===== src/rtl/dsp_pkg.sv =====
// Shared constants for the 8-bit waveform/DSP chain.
// Sample width and the PWM period derived from it.
package dsp_pkg;

  localparam int SAMPLE_W     = 8;
  localparam int PWM_PERIOD   = (1 << SAMPLE_W) - 1;
  localparam int PWM_MAX_DUTY = (1 << SAMPLE_W) - 1;

endpackage


===== src/rtl/pwm_dac_stage_if.sv =====
// Sample valid/ready handshake into the PWM DAC stage.
// master drives data/valid, slave returns ready.
interface pwm_dac_stage_if #(
  parameter int WIDTH = dsp_pkg::SAMPLE_W
);

  logic [WIDTH-1:0] data;
  logic             valid;
  logic             ready;

  modport master (output data, output valid, input ready);
  modport slave  (input data, input valid, output ready);

endinterface


===== src/rtl/pwm_prescaler.sv =====
// Clock prescaler: one tick every PRESCALE enabled cycles.
// Count holds while en is low so timing resumes seamlessly.
module pwm_prescaler #(
  parameter int PRESCALE = 1
) (
  input  logic clk,
  input  logic rst,
  input  logic en,
  output logic tick
);

  localparam int CW = (PRESCALE > 1) ? $clog2(PRESCALE) : 1;
  localparam logic [CW-1:0] LAST = CW'(PRESCALE - 1);

  logic [CW-1:0] presc_cnt;

  assign tick = en && (presc_cnt == LAST);

  always_ff @(posedge clk) begin
    if (rst) begin
      presc_cnt <= '0;
    end else if (tick) begin
      presc_cnt <= '0;
    end else if (en) begin
      presc_cnt <= presc_cnt + CW'(1);
    end
  end

endmodule


===== src/rtl/pwm_dac_stage.sv =====
// PWM DAC: one buffered sample per 2^WIDTH-1 tick period,
// compared against the phase counter to drive a 1-bit pin.
module pwm_dac_stage
  import dsp_pkg::*;
#(
  parameter int WIDTH    = SAMPLE_W,
  parameter int PRESCALE = 1
) (
  input  logic              clk,
  input  logic              rst,
  input  logic              en,
  pwm_dac_stage_if.slave    smp,
  input  logic              underrun_clr,
  output logic              pwm_out,
  output logic              period_start,
  output logic              underrun
);

  localparam logic [WIDTH-1:0] PHASE_LAST =
    WIDTH'((1 << WIDTH) - 2);

  logic [WIDTH-1:0] phase;
  logic [WIDTH-1:0] duty;
  logic [WIDTH-1:0] pending;
  logic             pending_valid;
  logic             tick;
  logic             boundary;
  logic             accept;

  pwm_prescaler #(
    .PRESCALE (PRESCALE)
  ) u_presc (
    .clk  (clk),
    .rst  (rst),
    .en   (en),
    .tick (tick)
  );

  assign boundary  = tick && (phase == PHASE_LAST);
  assign smp.ready = !pending_valid;
  assign accept    = smp.valid && !pending_valid;

  always_ff @(posedge clk) begin
    if (rst) begin
      phase <= '0;
    end else if (boundary) begin
      phase <= '0;
    end else if (tick) begin
      phase <= phase + WIDTH'(1);
    end
  end

  // An accept on an empty-buffer boundary bypasses straight to duty.
  always_ff @(posedge clk) begin
    if (rst) begin
      duty          <= '0;
      pending       <= '0;
      pending_valid <= 1'b0;
    end else if (boundary) begin
      if (pending_valid) begin
        duty          <= pending;
        pending_valid <= 1'b0;
      end else if (accept) begin
        duty <= smp.data;
      end
    end else if (accept) begin
      pending       <= smp.data;
      pending_valid <= 1'b1;
    end
  end

  always_ff @(posedge clk) begin
    if (rst) begin
      underrun <= 1'b0;
    end else if (boundary && !pending_valid && !accept) begin
      underrun <= 1'b1;
    end else if (underrun_clr) begin
      underrun <= 1'b0;
    end
  end

  always_ff @(posedge clk) begin
    if (rst) begin
      pwm_out      <= 1'b0;
      period_start <= 1'b0;
    end else begin
      pwm_out      <= en && (phase < duty);
      period_start <= boundary;
    end
  end

endmodule

===== src/flat_wrapper.sv =====
// flat-port wrapper written by rule: the top's interface ports become plain ports
module pwm_dac_stage_flat import dsp_pkg::*;
#(
  parameter int WIDTH    = SAMPLE_W,
  parameter int PRESCALE = 1
)
  (clk, rst, en, underrun_clr, pwm_out, period_start, underrun, smp_data, smp_valid, smp_ready);
  pwm_dac_stage_if #(.WIDTH(WIDTH)) smp_i ();
  input  logic clk;
  input  logic rst;
  input  logic en;
  input  logic underrun_clr;
  output logic pwm_out;
  output logic period_start;
  output logic underrun;
  input wire logic [$bits(smp_i.data)-1:0] smp_data;
  input wire logic [$bits(smp_i.valid)-1:0] smp_valid;
  output wire logic [$bits(smp_i.ready)-1:0] smp_ready;
  assign smp_i.data = smp_data;
  assign smp_i.valid = smp_valid;
  assign smp_ready = smp_i.ready;
  pwm_dac_stage #(.WIDTH(WIDTH), .PRESCALE(PRESCALE)) u_core (.clk(clk), .rst(rst), .en(en), .smp(smp_i), .underrun_clr(underrun_clr), .pwm_out(pwm_out), .period_start(period_start), .underrun(underrun));
endmodule

===== config.mk =====
export PLATFORM = sky130hd
export DESIGN_NAME = pwm_dac_stage_flat
export DESIGN_NICKNAME = d
export VERILOG_FILES = /design/src/rtl/dsp_pkg.sv /design/src/rtl/pwm_dac_stage_if.sv /design/src/rtl/pwm_prescaler.sv /design/src/rtl/pwm_dac_stage.sv /design/src/flat_wrapper.sv
export SDC_FILE = /design/constraint.sdc
export NUM_CORES = 1
export LEC_CHECK = 0
export CAP_MARGIN = 20
export CORE_MARGIN = 2
export CORE_UTILIZATION = 50
export CTS_BUF_LIST = sky130_fd_sc_hd__clkbuf_4
export DETAILED_ROUTE_END_ITERATION = 8
export PLACE_DENSITY = 0.82
export SLEW_MARGIN = 30
export SYNTH_ARGS = -nofsm -noshare
export SYNTH_HDL_FRONTEND = slang
export SYNTH_SLANG_ARGS = --single-unit

===== constraint.sdc =====
create_clock -name clk -period 5.7 [get_ports clk]
set_clock_uncertainty 0.1 [all_clocks]
set_input_delay 1.14 -clock clk [delete_from_list [all_inputs] [get_ports clk]]
set_output_delay 1.14 -clock clk [all_outputs]
set_load 0.03 [all_outputs]

==> results.sh <==
export IMPL_dr_pass1_iters=4
export IMPL_die_x_um=63.8
export IMPL_dp_hpwl_um=2580
export IMPL_synth_area_mux_share_pct=11.2
export IMPL_cts_root_buf="clkbuf_4"
export IMPL_worstHoldPathType="flip-flop to flip-flop"
export IMPL_final_common_cell="dfxtp_1"
export IMPL_rows=21
export IMPL_vdd_drop_max_v=0.000163
export IMPL_clk_latency_ns=0.33
export IMPL_area_growth_pct=11.8
export IMPL_synthSimpleGateAreaFrac_pct=29.3
export IMPL_synth_distinct_cells=39
export IMPL_postCtsSetupBuffers=0
export IMPL_place_area_sq_mm=0.00195
export IMPL_route_detailed_drc=0
export IMPL_layout_drive_gt1_share_pct=8.33
export IMPL_io_pins=17
export IMPL_yosysSeqAreaShare_pct=32.5
export IMPL_fill_cells=310
export IMPL_crit_chain="inv_1 > clkdlybuf4s50_1"
export IMPL_synth_xor_area_share_pct=0
export IMPL_rsz0062_at_grt="false"
export IMPL_cts_resized=0
export IMPL_avgSynthCellArea_sq_um=8.67
export IMPL_cts_sinks=29
export IMPL_synth_area_sq_mm=0.00179
export IMPL_status="finished, final reports clean"
export IMPL_cp_end_kind="output port"
export IMPL_crit_family="flip-flops"
export IMPL_min_period_ns=3.10
export IMPL_synth_nets=228
export IMPL_clock_path_buffers=2
export IMPL_synth_compound_area_share_pct=15.0
export IMPL_hold_viol_final=0
export IMPL_clk_pin_slew_worst_paths_ns=0.10
export IMPL_routed_via_density=5.93
export IMPL_antenna_found_initial=0
export IMPL_synthAdderAreaFrac_pct=6.30
export IMPL_synth_ff_type="dfxtp_1"
export IMPL_synth_top_family_by_area="simple AND/OR/NAND/NOR gates"
export IMPL_slew_headroom_pct=49.0
export IMPL_slowest_stage="dfxtp_1"
export IMPL_period_share_pct=54.4
export IMPL_async_flop_share_pct=0
export IMPL_wire_per_inst_um=14.9
export IMPL_seq_area_sq_um=581
export IMPL_cp_required_ns=4.46
export IMPL_cap_violations=0
export IMPL_gr_total_overflow=0
export IMPL_slew_viol_final=0
export IMPL_fmax_ghz=0.322
export IMPL_grt_pass1_wl_um=6690
export IMPL_synth_warnings=0
export IMPL_fin_area_sq_mm=0.00200
export IMPL_tns_ns=0
export IMPL_synthCells=206
export IMPL_multiInputGateArea_sq_mm=0.00110
export IMPL_synth_edff_count=0
export IMPL_finalSetupViolCount=0
export IMPL_drt_iter0_drc=56
export IMPL_startpoint_type="flip-flop"
export IMPL_wl_um=3920
export IMPL_p_per_area_mw_per_mm2=195
export IMPL_initial_utilization_pct=52.7
export IMPL_antenna_cells=0
export IMPL_drtAntennaViolNets=0
export IMPL_portBuffers=16
export IMPL_ctsHoldBuffers=0
export IMPL_leakagePower_uw=0.000765
export IMPL_ys_ff_latch=29
export IMPL_h_tree_depth=2
export IMPL_core_area_sq_mm=0.00339
export IMPL_cts_buffers=5
export IMPL_crit_path_max_fanout=19
export IMPL_total_power_uw=390
export IMPL_crit_buf_inv=2
export IMPL_num_vias=1554
export IMPL_grt_usage_pct=20.9
export IMPL_worst_slack_ns=2.60
export IMPL_die_area_sq_mm=0.00407
export IMPL_grt_max_degree=49
export IMPL_die_height_um=63.8
export IMPL_grt_pass1_vias=1422
export IMPL_nets=237
export IMPL_dp_slack_ns=2.45
export IMPL_tightestPinTransition_ns=0.763
export IMPL_crit_type="flip-flop to output port"
export IMPL_critPathArrivalTime_ns=1.86
export IMPL_crit_path_max_incr_delay_ns=0.83
export IMPL_routabilityCongestion=0.823
export IMPL_tritoncts="built"
export IMPL_layout_common_cells="dfxtp_1, nor2_1, clkdlybuf4s50_1"
==> logic make-up (layout without fill, tap and decap cells) <==
| group | count (synthesis) | in the layout |
|---|---|---|
| and+or+nand+nor | 87 | 87 |
| AOI/OAI and AO/OA | 40 | 40 |
| DFF | 29 | 29 |
| buffers and inverters | 25 | 35 |
| muxes | 16 | 16 |
| adders and majority gates | 9 | 9 |
==> sequential cells by signal, summed over array words and instances, names as in the netlist <==
register and flops:
u_core.u_presc.presc_cnt 1, u_core.pending 8, u_core.pwm_out 1, u_core.underrun 1
u_core.duty 8, u_core.phase 8, u_core.period_start 1, u_core.pending_valid 1
==> stage by stage <==
stage	hold WS [ns]	std cells	util [%]
global placement	0.363	254	57.4
global route	0.422	262	58.9
detailed placement	0.371	254	57.4
CTS	0.391	262	58.9
floorplan	0.354	206	-
finish	0.388	262	58.9
==> worst paths after layout <==
path              depth (start not counted)                            to                               from  slack, ns
setup / recovery                          2                     smp_ready  u_core.pending_valid$_SDFFE_PP0P_       2.60
hold reg to reg                           2  u_core.underrun$_SDFFE_PP0P_       u_core.underrun$_SDFFE_PP0P_       0.39
setup reg to reg                          3   u_core.duty[4]$_SDFFE_PP0P_       u_core.phase[3]$_SDFFE_PP0P_       3.40
hold / removal                            2  u_core.underrun$_SDFFE_PP0P_       u_core.underrun$_SDFFE_PP0P_       0.39
==> routing by layer <==
metal	up-vias	wire [um]	track usage (%)
met1	716	1900	30.4
met5	-	0	0
li1	789	-	-
met3	6	176	5.28
met4	0	58	6.25
met2	43	1780	30.1
==> Yosys cell counts (2+ instances only) <==
| master | n | share of area, % |
|---|---|---|
| nand4_1 | 11 | 3.9 |
| mux2_4 | 8 | 6.7 |
| and4_1 | 2 | 0.98 |
| nor4_1 | 3 | 1.1 |
| or4_1 | 3 | 1.3 |
| clkbuf_1 | 12 | 2.5 |
| a22oi_1 | 8 | 3.4 |
| o211ai_1 | 3 | 1.3 |
| nand3_1 | 8 | 2.2 |
| a21oi_1 | 6 | 1.7 |
| nand2b_1 | 4 | 1.4 |
| nor4bb_1 | 8 | 4.5 |
| nor3_1 | 3 | 0.84 |
| o21ai_0 | 11 | 3.1 |
| nand2_1 | 10 | 2.1 |
| nor2_1 | 18 | 3.8 |
| a211oi_1 | 3 | 1.3 |
| dfxtp_1 | 29 | 32 |
| nor2b_1 | 11 | 3.9 |
| ha_1 | 9 | 6.3 |
| a311o_1 | 2 | 1.1 |
| inv_1 | 10 | 2.1 |
| mux2i_1 | 8 | 4.5 |
==> worst reg2reg max path, stage by stage, from the launching register on <==
cell and delay (ns):
dfxtp_1 0.49, nand4_1 0.51, or4_4 0.78, mux2_4 0.33
==> power by group <==
group	internal, uW	leakage [uW]	switching, uW
Combinational	26.2	0.000498	23.9
Clock	44.5	0.0000300	76.8
Sequential	210	0.000236	8.22
==> cell type report <==
class                           count  share of cell area, %
Clock buffer                        5                   1.88
Clock inverter                      3                  0.627
Inverter                           10                   1.88
Multi-Input combinational cell    152                   55.3
Sequential cell                    29                   29.1
Tap cell                           46                   2.88
Timing Repair Buffer               17                   8.40
Note: power is estimated with default switching activity, not from simulation.
